[src/rtl/dmem_arbiter.sv]
// Round-robin arbiter letting the CPU path (req 0) and the debug/DMA loader (req 1)
// share one single-port data memory through a two-stage access/response pipeline.
module dmem_arbiter #(
  parameter int unsigned ADDR_WIDTH = 32,
  parameter int unsigned DATA_WIDTH = 32
) (
  input  logic                  clk,
  input  logic                  rst,
  input  logic                  r0_valid,
  output logic                  r0_ready,
  input  logic                  r0_we,
  input  logic [ADDR_WIDTH-1:0] r0_addr,
  input  logic [DATA_WIDTH-1:0] r0_wdata,
  output logic                  r0_rsp_valid,
  output logic [DATA_WIDTH-1:0] r0_rsp_rdata,
  input  logic                  r1_valid,
  output logic                  r1_ready,
  input  logic                  r1_we,
  input  logic [ADDR_WIDTH-1:0] r1_addr,
  input  logic [DATA_WIDTH-1:0] r1_wdata,
  output logic                  r1_rsp_valid,
  output logic [DATA_WIDTH-1:0] r1_rsp_rdata,
  output logic [ADDR_WIDTH-1:0] mem_addr,
  output logic [DATA_WIDTH-1:0] mem_wdata,
  output logic                  mem_we,
  input  logic [DATA_WIDTH-1:0] mem_rdata
);

  logic                  r_last_gnt;
  logic                  r_s1_vld;
  logic                  r_s1_we;
  logic                  r_s1_owner;
  logic [ADDR_WIDTH-1:0] r_s1_addr;
  logic [DATA_WIDTH-1:0] r_s1_wdata;
  logic                  r_s2_vld;
  logic                  r_s2_owner;
  logic [DATA_WIDTH-1:0] r_rdata0;
  logic [DATA_WIDTH-1:0] r_rdata1;

  logic                  w_gnt0;
  logic                  w_gnt1;
  logic                  w_accept;
  logic [DATA_WIDTH-1:0] w_rsp_data;

  // Under contention the requester that did not win last time gets the grant.
  always_comb begin
    w_gnt0   = 1'b0;
    w_gnt1   = 1'b0;
    w_gnt0   = ~rst & r0_valid & (~r1_valid | r_last_gnt);
    w_gnt1   = ~rst & r1_valid & (~r0_valid | ~r_last_gnt);
    w_accept = w_gnt0 | w_gnt1;
  end

  assign r0_ready = w_gnt0;
  assign r1_ready = w_gnt1;

  // Writes report zero data; reads capture the combinational memory output.
  assign w_rsp_data = r_s1_we ? '0 : mem_rdata;

  always_ff @(posedge clk or posedge rst) begin
    if (rst) begin
      r_last_gnt <= 1'b1;
      r_s1_vld   <= 1'b0;
      r_s1_we    <= 1'b0;
      r_s1_owner <= 1'b0;
      r_s1_addr  <= '0;
      r_s1_wdata <= '0;
      r_s2_vld   <= 1'b0;
      r_s2_owner <= 1'b0;
      r_rdata0   <= '0;
      r_rdata1   <= '0;
    end else begin
      r_s1_vld <= w_accept;
      if (w_accept) begin
        r_last_gnt <= w_gnt1;
        r_s1_owner <= w_gnt1;
        r_s1_we    <= w_gnt1 ? r1_we    : r0_we;
        r_s1_addr  <= w_gnt1 ? r1_addr  : r0_addr;
        r_s1_wdata <= w_gnt1 ? r1_wdata : r0_wdata;
      end
      r_s2_vld   <= r_s1_vld;
      r_s2_owner <= r_s1_owner;
      if (r_s1_vld && !r_s1_owner) r_rdata0 <= w_rsp_data;
      if (r_s1_vld &&  r_s1_owner) r_rdata1 <= w_rsp_data;
    end
  end

  assign mem_addr     = r_s1_addr;
  assign mem_wdata    = r_s1_wdata;
  assign mem_we       = r_s1_vld & r_s1_we;
  assign r0_rsp_valid = r_s2_vld & ~r_s2_owner;
  assign r1_rsp_valid = r_s2_vld &  r_s2_owner;
  assign r0_rsp_rdata = r_rdata0;
  assign r1_rsp_rdata = r_rdata1;

endmodule

[config.mk]
export PLATFORM = sky130hd
export DESIGN_NAME = dmem_arbiter
export DESIGN_NICKNAME = d
export VERILOG_FILES = /design/src/rtl/dmem_arbiter.sv
export SDC_FILE = /design/constraint.sdc
export NUM_CORES = 1
export LEC_CHECK = 0
export BUFFER_PORTS_ARGS = -buffer_cell sky130_fd_sc_hd__buf_2
export CORE_AREA = 2 2 116 118
export CTS_CLUSTER_SIZE = 14
export DETAILED_ROUTE_END_ITERATION = 12
export DIE_AREA = 0 0 118 120
export PLACE_DENSITY = 0.8
export SYNTH_ARGS = -nofsm -noshare
export SYNTH_HDL_FRONTEND = slang
export SYNTH_SLANG_ARGS = --single-unit
[constraint.sdc]
create_clock -name clk -period 4.9 [get_ports clk]
set_input_delay 0.49 -clock clk [delete_from_list [all_inputs] [get_ports clk]]
set_output_delay 0.49 -clock clk [all_outputs]
set_load 0.01 [all_outputs]
==> results of run 1 <==
layout by cell type, fill, tap and decap left out, drive strengths merged:
cell type / netlist / routed
inv: 3 / 3
bufinv: 0 / 1
a21oi: 1 / 1
diode: 0 / 1
nand3: 65 / 65
nor2: 66 / 66
dfstp: 1 / 1
dfrtp: 133 / 133
clkinv: 0 / 5
nand2: 67 / 67
o21ai: 130 / 130
o22ai: 1 / 1
nor2b: 1 / 1
o21ba: 1 / 1
clkinvlp: 0 / 2
nand2b: 35 / 35
and2: 3 / 3
buf: 34 / 303
clkbuf: 25 / 23
and2b: 1 / 1
a31oi: 65 / 65
power by group through the flow:
stage | registers [mW] | logic [mW] | clock network (mW)
6_report | 1.45 | 0.768 | 1.20
5_1_grt | 1.47 | 0.850 | 1.28
4_1_cts | 1.45 | 0.775 | 1.22
3_5_place_dp | 1.46 | 0.773 | 0
3_3_place_gp | 1.45 | 0.754 | 0
2_1_floorplan | 1.55 | 0.319 | 0
cell families after synthesis:
group	Yosys count
compound gates	198
buf+inv	62
flops	134
simple gates	238
per-stage QoR:
stage | power, mW | worst slack [ns] | hold WS, ns | cell area (sq um)
after CTS | 3.44 | 2.29 | 0.317 | 7860
after global routing | 3.60 | 2.15 | 0.332 | 7860
final | 3.42 | 2.27 | 0.298 | 7860
after detailed placement | 2.23 | 2.55 | 0.459 | 7290
after global placement | 2.21 | 2.59 | 0.456 | 7290
after floorplan | 1.86 | 0.829 | 0.386 | 5810
how the worst max path moves through the flow:
stage | startpoint | to | cells after the start
floorplan | rst | mem_addr[0] | 1
global placement | rst | r_s1_we | 5
detailed placement | rst | mem_addr[22] | 5
CTS | r_last_gnt | r1_ready | 3
global route | r_last_gnt | r1_ready | 3
finish | r_last_gnt | r1_ready | 3
area by class of cell:
class	count	area, sq um
fill	1155	5120
sequential	134	3350
multi-input combinational	436	2170
timing repair buffer	303	1530
clock buffer	23	488
tap	176	220
clock inverter	8	73.8
inverter	3	16.3
antenna	1	2.50
worst max-delay path, stage by stage (launching register included):
cell	delay, ns
dfstp_2	0.56
and2_2	0.91
nor2_1	0.06
buf_2	0.18
sequential cells by signal, summed over array words and instances, names as in the netlist:
name,flops
mem_addr,32
mem_wdata,32
r0_rsp_rdata,32
r1_rsp_rdata,32
r_last_gnt,1
r_s1_owner,1
r_s1_vld,1
r_s1_we,1
r_s2_owner,1
r_s2_vld,1
metal layers:
layer  wire length (microns)  global-route usage
met5                      13                   0
met4                     443              0.0986
met2                    8430               0.403
met3                    1370              0.0713
met1                    6990               0.300
==> flow_summary.ini, run 1 <==
[grt]
grt_max_degree = 101
grt_pass1_vias = 5326
grt.overflow.total = 0
antenna_found_initial = 1
grt_pass1_wl_microns = 27000
grtUsageTotal = 0.243

[clock_network]
clock_latency_ns = 0.42
cts_resized = 0
post_cts.repair.setup_buffers = 0
clkTransAtPathRegs_ns = 0.06
cts_max_level = 4
ctsHoldBuffers = 0
cts_num_sinks = 134
clk_path_buf_depth = 2
cts_made_buffers = 17
cts_tree = done
root_buffer = clkbuf_16

[final_layout]
area_growth_pct = 35.3
nets = 1061
fin_cells = 1084
drive_gt1_frac = 0.376
utilization = 0.605

[timing]
fin_worst_skew_ns = 0.00939
hold_viol = 0
final_max_slew_viol_count = 0
fmax_ghz = 0.380
rsz0062_at_grt = false
worst_slew_pin_slew_ns = 1.13
finalSetupViolCount = 0
fin_crit_sh = 0.537
relSlewSlack = 0.247
setup_tns_ns = 0
fin_crit_ns = 2.63

[pwr]
power.share.switching = 0.305
p_seq_frac = 0.423
internal_power_mw = 2.38
power_density_nw_per_um2 = 435
combPwrFrac = 0.225
switchingPower_mw = 1.04
p_clk_frac = 0.352
vdd_drop_max_mv = 0.186
cellLeakagePower_nw = 3.80

[setup_path]
cp-start-kind = flop
end_kind = primary output
crit_fanout = 67
arrival_ns = 2.14
worstReg2RegEnd = mem_wdata[30]
regToRegSetupSlack_ns = 2.75
r2r-start = r_last_gnt
worstRegToRegCells = 3
crit_required_ns = 4.41
criticalPathCategory = flop to primary output

[yosys]
ys_ff_latch = 134
synthAdderAreaFrac = 0
synth-async-reset-ratio = 1.00
synth_top_area_cell = dfrtp_1
synth_xor_area_frac = 0
synth_ff_type = dfrtp_1
synthTopCellsByArea = dfrtp_1 (57%), o21ai_0 (11%), a31oi_1 (7.0%)
synth_edf_count = 0
syn_nets = 798
ys_types = 22
yosysWarnings = 0
synth_compound_area_frac = 0.186
yosys.cell_count.top_type = dfrtp_1
synth-seq-area-share = 0.578
synth_top_family_by_area = simple AND/OR/NAND/NOR gates
synth_simple_gate_area_frac = 0.186
avgSynthCellArea_sq_um = 9.19
syn-instance-count = 632
synth_area_sq_um = 5810
muxShareOfSynthArea = 0
yosys.area.top_type_share = 0.573
yosys-top-cells-count = dfrtp_1 (133), o21ai_0 (125), nand2_1 (67)

[detailed_routing]
drc = 0
vias = 5704
via_per_inst = 5.26
wire_per_inst_microns = 15.9
wirelength_microns = 17200
first_pass_iters = 5
ant_nets = 0
drt_iter0_markers = 508

[floorplanning]
initial_core_util = 0.447
io_pins = 299
die_area_sq_um = 14200
core_sq_um = 13000
std_cell_rows = 42
die_width_microns = 118
die_y_microns = 120

[placement]
port-buffer-count = 298
place_inst = 1052
gp_congestion = 0.845
dp_hpwl_microns = 11900

[worst_hold_path]
hp-class = primary input to asynchronous set/reset pin

[status]
status = completed

[run]
maxCapViolations = 0
Note: power is estimated with default switching activity, not from simulation.
==> inputs of run 2 (changes only) <==
clock period = 2.7 ns   (was 4.9 ns; I/O delays follow)
==> run 2 against run 1 <==
Via count barely moved. Sequential cell count stayed put. Largest power group unchanged. Cell area rose by 2.1%. Sequential share of layout area fell by 0.89 points.
==> flow_summary.ini, run 2 (synthesized netlist as in run 1, its figures left out) <==
[clock_network]
cts_max_level = 4
root_buffer = clkbuf_16
clkTransAtPathRegs_ns = 0.06
clk_path_buf_depth = 2
cts_made_buffers = 17
cts_num_sinks = 134
clock_latency_ns = 0.42
cts_tree = done

[pwr]
power_density_nw_per_um2 = 814
vdd_drop_max_mv = 0.346
cellLeakagePower_nw = 3.88
finalPower_mw = 6.53

[status]
status = completed

[timing]
hold_viol = 0
worst_slew_pin_slew_ns = 1.03
fin_crit_ns = 2.26
setup_slack_ns = 0.444
whs_ns = 0.110
finalSetupViolCount = 0
relSlewSlack = 0.312
fin_worst_skew_ns = 0.00763
fin_crit_sh = 0.835
fmax_ghz = 0.443
rsz0062_at_grt = false
setup_tns_ns = 0
final_max_slew_viol_count = 0

[placement]
gp_congestion = 0.835
place_ws_ns = 0.919
dp_hpwl_microns = 12100
port-buffer-count = 298

[grt]
grt_pass1_wl_microns = 27600
grtUsageTotal = 0.250
grt_pass1_vias = 5471
grt.overflow.total = 0
grt_max_degree = 118
antenna_found_initial = 2

[floorplanning]
core_sq_um = 13000
io_pins = 299
std_cell_rows = 42
die_width_microns = 118
die_y_microns = 120
initial_core_util = 0.447
die_area_sq_um = 14200

[detailed_routing]
first_pass_iters = 4
drc = 0
vias = 5707
drt_iter0_markers = 384
wirelength_microns = 17400
ant_nets = 0
wire_per_inst_microns = 16.0
via_per_inst = 5.24

[final_layout]
fill_cells = 1139
final_common_cell = buf_2
layout_common_cells = buf_2 (298), dfrtp_1 (133), o21ai_0 (125), nor2_1 (66)
utilization = 0.618
multi_input_area_sq_um = 2170
nets = 1066
drive_gt1_frac = 0.381
area_growth_pct = 38.2
seq_area_sq_um = 3350

[setup_path]
critical_path_buf_inv_count = 4
end_kind = primary output
criticalPathCategory = primary input to primary output
cp_top_family = buffers and inverters
arrival_ns = 1.99
path_cells = dlygate4sd3_1 > buf_2 > nand2b_2 > buf_4 > nor2_1 > buf_2
crit_fanout = 27
crit_slowest_cell = dlygate4sd3_1
crit_required_ns = 2.43
crit_top_cell = buf_2
slowest_delay_ns = 0.54
cp-start-kind = primary input

[run]
maxCapViolations = 0

[worst_hold_path]
hp-class = primary input to flop
run 2: changes by cell type in the layout (fill, tap and decap cells not counted), sizes merged:
cell	previous run	this run
buf	303	307
bufinv	1	4
clkbuf	23	20
clkinv	5	6
dlygate4sd3	0	1
run 2: layer usage:
metal	GRT usage	part of all wire	up-vias
met3	0.0784	0.086	36
met1	0.295	0.40	2670
li1	-	-	2736
met4	0.110	0.025	2
met5	0	0.00075	-
met2	0.420	0.49	263
run 2: through the flow:
| step | cell area (sq um) | cells |
|---|---|---|
| after detailed placement | 7370 | 1056 |
| after global placement | 7370 | 1056 |
| after floorplan | 5810 | 632 |
| final | 8030 | 1090 |
| after CTS | 8020 | 1089 |
| after global routing | 8030 | 1090 |
run 2: tightest hold or removal path, cell delays in order:
cell     delay (ns)
buf_2          0.10
nand3_1        0.05
a31oi_1        0.07
run 2: where the power goes:
group	internal, mW	switching, mW	total, mW	leakage, nW
clock	1.62	0.868	2.49	0.316
combinational	0.582	0.840	1.42	1.94
sequential	2.40	0.224	2.62	1.62
run 2: final timing paths:
kind / start / endpoint / slack (ns) / cells past startpoint
min: r1_addr[2] / mem_addr[2] / 0.11 / 3
min in group asynchronous: rst / mem_addr[14] / 0.44 / 3
max: rst / r1_ready / 0.44 / 6
max in group asynchronous: rst / r0_rsp_rdata[6] / 1.29 / 4
min reg2reg: r_s1_owner / r_s2_owner / 0.44 / 0
max reg2reg: r_last_gnt / mem_addr[10] / 0.99 / 4
run 2: final cells by class:
cell class | count | share of cell area
Sequential cell | 134 | 0.418
Multi-Input combinational cell | 436 | 0.271
Timing Repair Buffer | 308 | 0.202
Clock buffer | 20 | 0.0582
Tap cell | 176 | 0.0274
Clock inverter | 12 | 0.0217
Inverter | 3 | 0.00187
Antenna cell | 1 | 0.000312
run 2: repair_timing:
action,in CTS,in global routing
endpoints found under the hold margin,17,0
hold buffers,1,0
setup buffers,0,0
gates resized for setup,0,0
